File: src/rtl/clock_pkg.sv
// Shared state encoding and BCD limits for the clock setting controller.
package clock_pkg;

    typedef enum logic [2:0] {
        ST_RUN      = 3'd0,
        ST_SET_HOUR = 3'd1,
        ST_SET_MIN  = 3'd2,
        ST_SET_SEC  = 3'd3,
        ST_ALM_HOUR = 3'd4,
        ST_ALM_MIN  = 3'd5
    } state_e;

    localparam logic [6:0] HOUR_MAX   = 7'd23;
    localparam logic [6:0] MINSEC_MAX = 7'd59;

    // Editable fields: 0 hour, 1 min, 2 sec, 3 alarm hour, 4 alarm min.
    localparam int NUM_FIELDS = 5;

    function automatic logic [2:0] field_of(input state_e s);
        return 3'(s) - 3'd1;
    endfunction

endpackage

File: src/rtl/set_ctrl_bcd_pair_step.sv
// One-step increment/decrement of a two-digit BCD value with wrap at 0 and max.
module bcd_pair_step
    import clock_pkg::*;
(
    input  logic [3:0] tens_i,
    input  logic [3:0] ones_i,
    input  logic [6:0] max_i,
    input  logic       up_i,
    output logic [3:0] tens_o,
    output logic [3:0] ones_o
);

    logic [6:0] val;
    logic [6:0] nxt;

    always_comb begin
        val = {3'b000, tens_i} * 7'd10 + {3'b000, ones_i};
        if (up_i) begin
            nxt = (val >= max_i) ? 7'd0 : val + 7'd1;
        end else begin
            // Out-of-range values fall back to max so the result is always legal.
            nxt = (val == 7'd0 || val > max_i) ? max_i : val - 7'd1;
        end
        tens_o = 4'(nxt / 7'd10);
        ones_o = 4'(nxt % 7'd10);
    end

endmodule

File: src/rtl/set_ctrl.sv
// Time/alarm setting controller: mode-driven edit FSM, BCD field stepping,
// load strobe to the timekeeper and a blink phase for the edited field.
module set_ctrl
    import clock_pkg::*;
#(
    parameter int BLINK_HALF = 25000000
) (
    input  logic       clk,
    input  logic       rst,
    input  logic       btn_mode,
    input  logic       btn_inc,
    input  logic       btn_dec,
    input  logic       btn_cancel,
    input  logic       btn_alarm,
    input  logic [3:0] cur_sec_ge,
    input  logic [3:0] cur_sec_shi,
    input  logic [3:0] cur_min_ge,
    input  logic [3:0] cur_min_shi,
    input  logic [3:0] cur_hour_ge,
    input  logic [3:0] cur_hour_shi,
    output logic [3:0] set_sec_ge,
    output logic [3:0] set_sec_shi,
    output logic [3:0] set_min_ge,
    output logic [3:0] set_min_shi,
    output logic [3:0] set_hour_ge,
    output logic [3:0] set_hour_shi,
    output logic       set_time_finish,
    output logic       clock_en,
    output logic [3:0] clock_min_ge,
    output logic [3:0] clock_min_shi,
    output logic [3:0] clock_hour_ge,
    output logic [3:0] clock_hour_shi,
    output logic [2:0] edit_field,
    output logic       blink_on
);

    localparam int CW = (BLINK_HALF > 1) ? $clog2(BLINK_HALF) : 1;

    state_e                         state_q, state_d;
    logic [NUM_FIELDS-1:0][3:0]     tens_q, ones_q;
    logic [NUM_FIELDS-1:0][3:0]     step_tens, step_ones;
    logic [NUM_FIELDS-1:0]          step_en;
    logic                           step_up;
    logic                           load;
    logic                           finish_q, finish_d;
    logic                           en_q, en_d;
    logic [CW-1:0]                  cnt_q;
    logic                           phase_q;

    genvar gi;
    generate
        for (gi = 0; gi < NUM_FIELDS; gi++) begin : g_step
            bcd_pair_step u_step (
                .tens_i (tens_q[gi]),
                .ones_i (ones_q[gi]),
                .max_i  ((gi == 0 || gi == 3) ? HOUR_MAX : MINSEC_MAX),
                .up_i   (step_up),
                .tens_o (step_tens[gi]),
                .ones_o (step_ones[gi])
            );
        end
    endgenerate

    always_comb begin
        state_d  = state_q;
        finish_d = 1'b0;
        load     = 1'b0;
        step_en  = '0;
        step_up  = 1'b0;
        en_d     = en_q ^ btn_alarm;
        if (state_q == ST_RUN) begin
            if (btn_mode) begin
                state_d = ST_SET_HOUR;
                load    = 1'b1;
            end
        end else if (btn_cancel) begin
            state_d = ST_RUN;
        end else if (btn_mode) begin
            case (state_q)
                ST_SET_HOUR: state_d = ST_SET_MIN;
                ST_SET_MIN:  state_d = ST_SET_SEC;
                ST_SET_SEC: begin
                    state_d  = ST_ALM_HOUR;
                    finish_d = 1'b1;
                end
                ST_ALM_HOUR: state_d = ST_ALM_MIN;
                default:     state_d = ST_RUN;
            endcase
        end else if (btn_inc || btn_dec) begin
            step_en[field_of(state_q)] = 1'b1;
            step_up                    = btn_inc;
        end
    end

    always_ff @(posedge clk) begin
        if (rst) begin
            state_q  <= ST_RUN;
            tens_q   <= '0;
            ones_q   <= '0;
            finish_q <= 1'b0;
            en_q     <= 1'b0;
            cnt_q    <= '0;
            phase_q  <= 1'b0;
        end else begin
            state_q  <= state_d;
            finish_q <= finish_d;
            en_q     <= en_d;
            if (load) begin
                tens_q[0] <= cur_hour_shi;
                ones_q[0] <= cur_hour_ge;
                tens_q[1] <= cur_min_shi;
                ones_q[1] <= cur_min_ge;
                tens_q[2] <= cur_sec_shi;
                ones_q[2] <= cur_sec_ge;
            end else begin
                for (int i = 0; i < NUM_FIELDS; i++) begin
                    if (step_en[i]) begin
                        tens_q[i] <= step_tens[i];
                        ones_q[i] <= step_ones[i];
                    end
                end
            end
            // Restart the blink on every transition so the new field shows at once.
            if (state_d != state_q) begin
                cnt_q   <= '0;
                phase_q <= 1'b0;
            end else if (cnt_q == CW'(BLINK_HALF - 1)) begin
                cnt_q   <= '0;
                phase_q <= ~phase_q;
            end else begin
                cnt_q <= cnt_q + 1'b1;
            end
        end
    end

    assign set_hour_shi    = tens_q[0];
    assign set_hour_ge     = ones_q[0];
    assign set_min_shi     = tens_q[1];
    assign set_min_ge      = ones_q[1];
    assign set_sec_shi     = tens_q[2];
    assign set_sec_ge      = ones_q[2];
    assign clock_hour_shi  = tens_q[3];
    assign clock_hour_ge   = ones_q[3];
    assign clock_min_shi   = tens_q[4];
    assign clock_min_ge    = ones_q[4];
    assign set_time_finish = finish_q;
    assign clock_en        = en_q;
    assign edit_field      = state_q;
    assign blink_on        = phase_q & (state_q != ST_RUN);

endmodule

File: config.mk
export PLATFORM = sky130hd
export DESIGN_NAME = set_ctrl
export DESIGN_NICKNAME = d
export VERILOG_FILES = /design/src/rtl/clock_pkg.sv /design/src/rtl/set_ctrl_bcd_pair_step.sv /design/src/rtl/set_ctrl.sv
export SDC_FILE = /design/constraint.sdc
export NUM_CORES = 1
export LEC_CHECK = 0
export ABC_AREA = 1
export BUFFER_PORTS_ARGS = -buffer_cell sky130_fd_sc_hd__buf_4
export CELL_PAD_IN_SITES_DETAIL_PLACEMENT = 0
export CELL_PAD_IN_SITES_GLOBAL_PLACEMENT = 1
export CORE_UTILIZATION = 45
export CTS_CLUSTER_DIAMETER = 100
export DETAILED_ROUTE_END_ITERATION = 8
export PLACE_DENSITY_LB_ADDON = 0.1
export SKIP_LAST_GASP = 1
export SYNTH_ARGS = -nofsm -noshare
export SYNTH_HDL_FRONTEND = slang
export SYNTH_SLANG_ARGS = --single-unit
export TNS_END_PERCENT = 50
File: constraint.sdc
create_clock -name clk -period 7.7 [get_ports clk]
set_input_delay 1.155 -clock clk [delete_from_list [all_inputs] [get_ports clk]]
set_output_delay 1.155 -clock clk [all_outputs]
set_load 0.01 [all_outputs]
==> out/qor.yml <==
floorplanning:
  dieArea_sq_um: 16300
  start_util_pct: 46.5
  rows: 45
  core-area_sq_um: 15300
  io_pins: 77
  die_y_um: 128
  die_x_um: 128
worst_setup_path:
  crit_path_end: "set_min_ge[2]"
  crit_path_start: "edit_field[0]"
  critPathRequiredTime_ns: 7.91
  endpoint_kind: "flop"
  setup.worst_path.start_class: "flop"
  rrSetupSlack_ns: 3.08
  slowest_stage: "inv_1"
  path_max_fanout: 31
  cp_top_family: "simple AND/OR/NAND/NOR gates"
  arrival_ns: 4.82
  reg2reg_to: "set_min_ge[2]"
  ff2ff_path_depth: 28
  cpMostUsedCell: "nand2_1"
  criticalPathCategory: "reg2reg"
  crit_path_max_incr_delay_ns: 0.48
  cp_num_cells: 28
  r2r_start: "edit_field[0]"
  path_buf_inv: 5
cts:
  hold_buffers: 0
  tritoncts: "built"
  root_buffer: "clkbuf_16"
  htreeDepth: 3
  cts_made_buffers: 9
  clockBufferDepth: 2
  postCtsSetupBuffers: 0
  clkTransAtPathRegs_ns: 0.06
  cts_resized: 0
  worstSkewPairLatency_ns: 0.34
  clkSinkCount: 71
detailed_routing:
  vias: 7248
  drt-vias-per-instance: 5.07
  drt_first_pass_iters: 7
  wl_per_cell_um: 12.5
  drc: 0
  antenna_left: 0
  drt_iter0_markers: 343
  drt-total-wl_mm: 17.9
global_routing:
  grt_first_pass_wirelength_mm: 30.4
  antenna_found_initial: 0
  grt_max_degree: 41
  overflow: 0
  grt_pass1_vias: 6691
  track_usage_pct: 22.9
sta:
  finalMaxSlewViolations: 0
  hold_slack_ns: 0.467
  worst_slew_pin_slew_ns: 0.890
  clock_skew_ns: 0.00797
  setup_tns_ns: 0
  hold_viol_final: 0
  rsz0062_at_grt: "no"
  setup_violations: 0
  fmax_mhz: 217
  slew_headroom_pct: 40.6
  period_needed_ns: 4.62
  period_share_pct: 59.9
logic_synthesis:
  synthCells: 1142
  syn_area_sq_um: 7110
  ys_seq_area_share_pct: 20.0
  syn_nets: 1248
  synth_seq_cells: 71
  yosys_warnings: 0
  synth_cell_types: 47
  syn_area_per_cell_sq_um: 6.23
status:
  status: "complete, no violations"
power_and_ir_drop:
  power_frac_clock_pct: 22.3
  power.internal_mw: 1.03
  pwr-share-comb_pct: 55.9
  peakVddDrop_v: 0.000149
  p_leak_nw: 4.13
  p_switching_mw: 0.895
  powerDensity_nw_per_um2: 235
  power.share.switching_pct: 46.6
  seqPwrFrac_pct: 21.9
finish:
  syn_to_final_growth_pct: 15.0
  antennaDiodeCount: 0
  nFillCells: 1621
  layout.nets: 1320
  drive_above_1_share_pct: 11.2
worst_hold_path:
  hp-class: "reg2reg"
placement:
  gp_congestion: 0.831
  io_buffer_count: 76
  dp_hpwl_mm: 13.9
flow_run:
  max-cap-violations: 0
state kept, by name (all words and copies together) (netlist names):
signal / flops
set_sec_shi: 4
set_hour_ge: 4
set_time_finish: 1
phase_q: 1
set_hour_shi: 4
set_min_shi: 4
set_sec_ge: 4
set_min_ge: 4
clock_min_ge: 4
clock_min_shi: 4
clock_hour_shi: 4
cnt_q: 25
clock_hour_ge: 4
clock_en: 1
edit_field: 3
cell families (layout without fill, tap and decap cells):
kind of cell    count (synthesis)  count (layout)  synth area share, %
compound gates                129             129                 10.8
simple gates                  648             648                 40.5
xor+xnor                       38              38                 4.78
fa+ha+maj                      75              75                 14.2
flops                          71              71                 20.0
buf+inv                       181             258                 9.71
layout make-up:
cell class                      count  area [sq um]  area share (%)
Inverter                          165           619            7.57
Tap cell                          211           264            3.23
Timing Repair Buffer               77           578            7.06
Multi-Input combinational cell    890          5000            61.1
Clock buffer                       10           229            2.80
Clock inverter                      6          68.8           0.841
Sequential cell                    71          1420            17.4
routing by layer:
metal / track usage, % / up-vias / part of all wire (%)
met5: 0 / - / 0
li1: - / 3887 / -
met1: 29.1 / 3207 / 48
met2: 39.1 / 132 / 46
met3: 3.92 / 22 / 4.0
met4: 7.89 / 0 / 2.1
tightest hold or removal path: stages (launching register included):
cell and delay [ns]:
dfxtp_1 0.31, inv_1 0.05, a211oi_1 0.05
metrics by stage:
step / power [mW] / cell area, sq um / utilization, % / worst slack, ns / cells
after detailed placement: 1.49 / 7890 / 51.5 / 2.82 / 1414
final: 1.92 / 8180 / 53.4 / 3.08 / 1430
after CTS: 1.93 / 8180 / 53.4 / 3.06 / 1430
after global routing: 2.11 / 8180 / 53.4 / 2.56 / 1430
after floorplan: 1.27 / 7110 / - / 3.70 / 1142
after global placement: 1.50 / 7890 / 51.5 / 2.91 / 1414
synth_stat cells (all sizes together):
master	n	share of area [%]
a21oi	40	3.1
nand4	31	2.8
nand3b	8	0.84
nor3	19	1.3
buf	7	0.53
a22oi	1	0.11
fa	10	2.8
o21bai	2	0.21
clkbuf	9	0.47
or2	5	0.44
o21a	2	0.21
inv	165	8.7
o41ai	1	0.12
a211oi	1	0.11
o21ai	42	3.0
o22ai	1	0.088
a21boi	4	0.42
and3	1	0.088
dfxtp	71	20
nor4	8	0.70
nand3	125	9.3
o221ai	2	0.25
a22o	2	0.25
nor3b	7	0.74
nor2	122	6.7
o211ai	6	0.70
and2	1	0.088
a221oi	1	0.12
xnor2	10	1.2
a31oi	23	2.0
xor2	28	3.6
o31ai	1	0.11
ha	65	11
nand2	321	17
cell usage in the layout, fill, tap and decap left out, types with 5 or more instances in the layout:
cell type and instances:
ha_1 65, nand2_2 15, xor2_1 27, a31oi_1 23, dfxtp_1 71, nand4_1 30, nand3b_1 8, nor2_1 117
a21oi_2 5, clkbuf_16 9, a21oi_1 35, nor3b_1 7, nor4_1 8, nand3_1 118, nand2_1 306, xnor2_1 10
buf_4 77, inv_1 161, nor3_1 19, o21ai_0 38, fa_1 10, o211ai_1 5, nand3_2 7
worst min-delay path by stage:
stage / cells after the start / to / from
global route: 2 / cnt_q[19] / cnt_q[19]
global placement: 1 / cnt_q[0] / cnt_q[0]
CTS: 2 / cnt_q[19] / cnt_q[19]
finish: 2 / cnt_q[19] / cnt_q[19]
floorplan: 1 / cnt_q[0] / cnt_q[0]
detailed placement: 1 / cnt_q[0] / cnt_q[0]
power by group through the flow:
stage	clock [mW]	sequential, mW	combinational [mW]
floorplan	0	0.425	0.849
global placement	0	0.428	1.07
detailed placement	0	0.428	1.06
CTS	0.442	0.420	1.07
global route	0.453	0.423	1.24
finish	0.427	0.420	1.07
No activity file was read; power rests on OpenSTA's default activity.
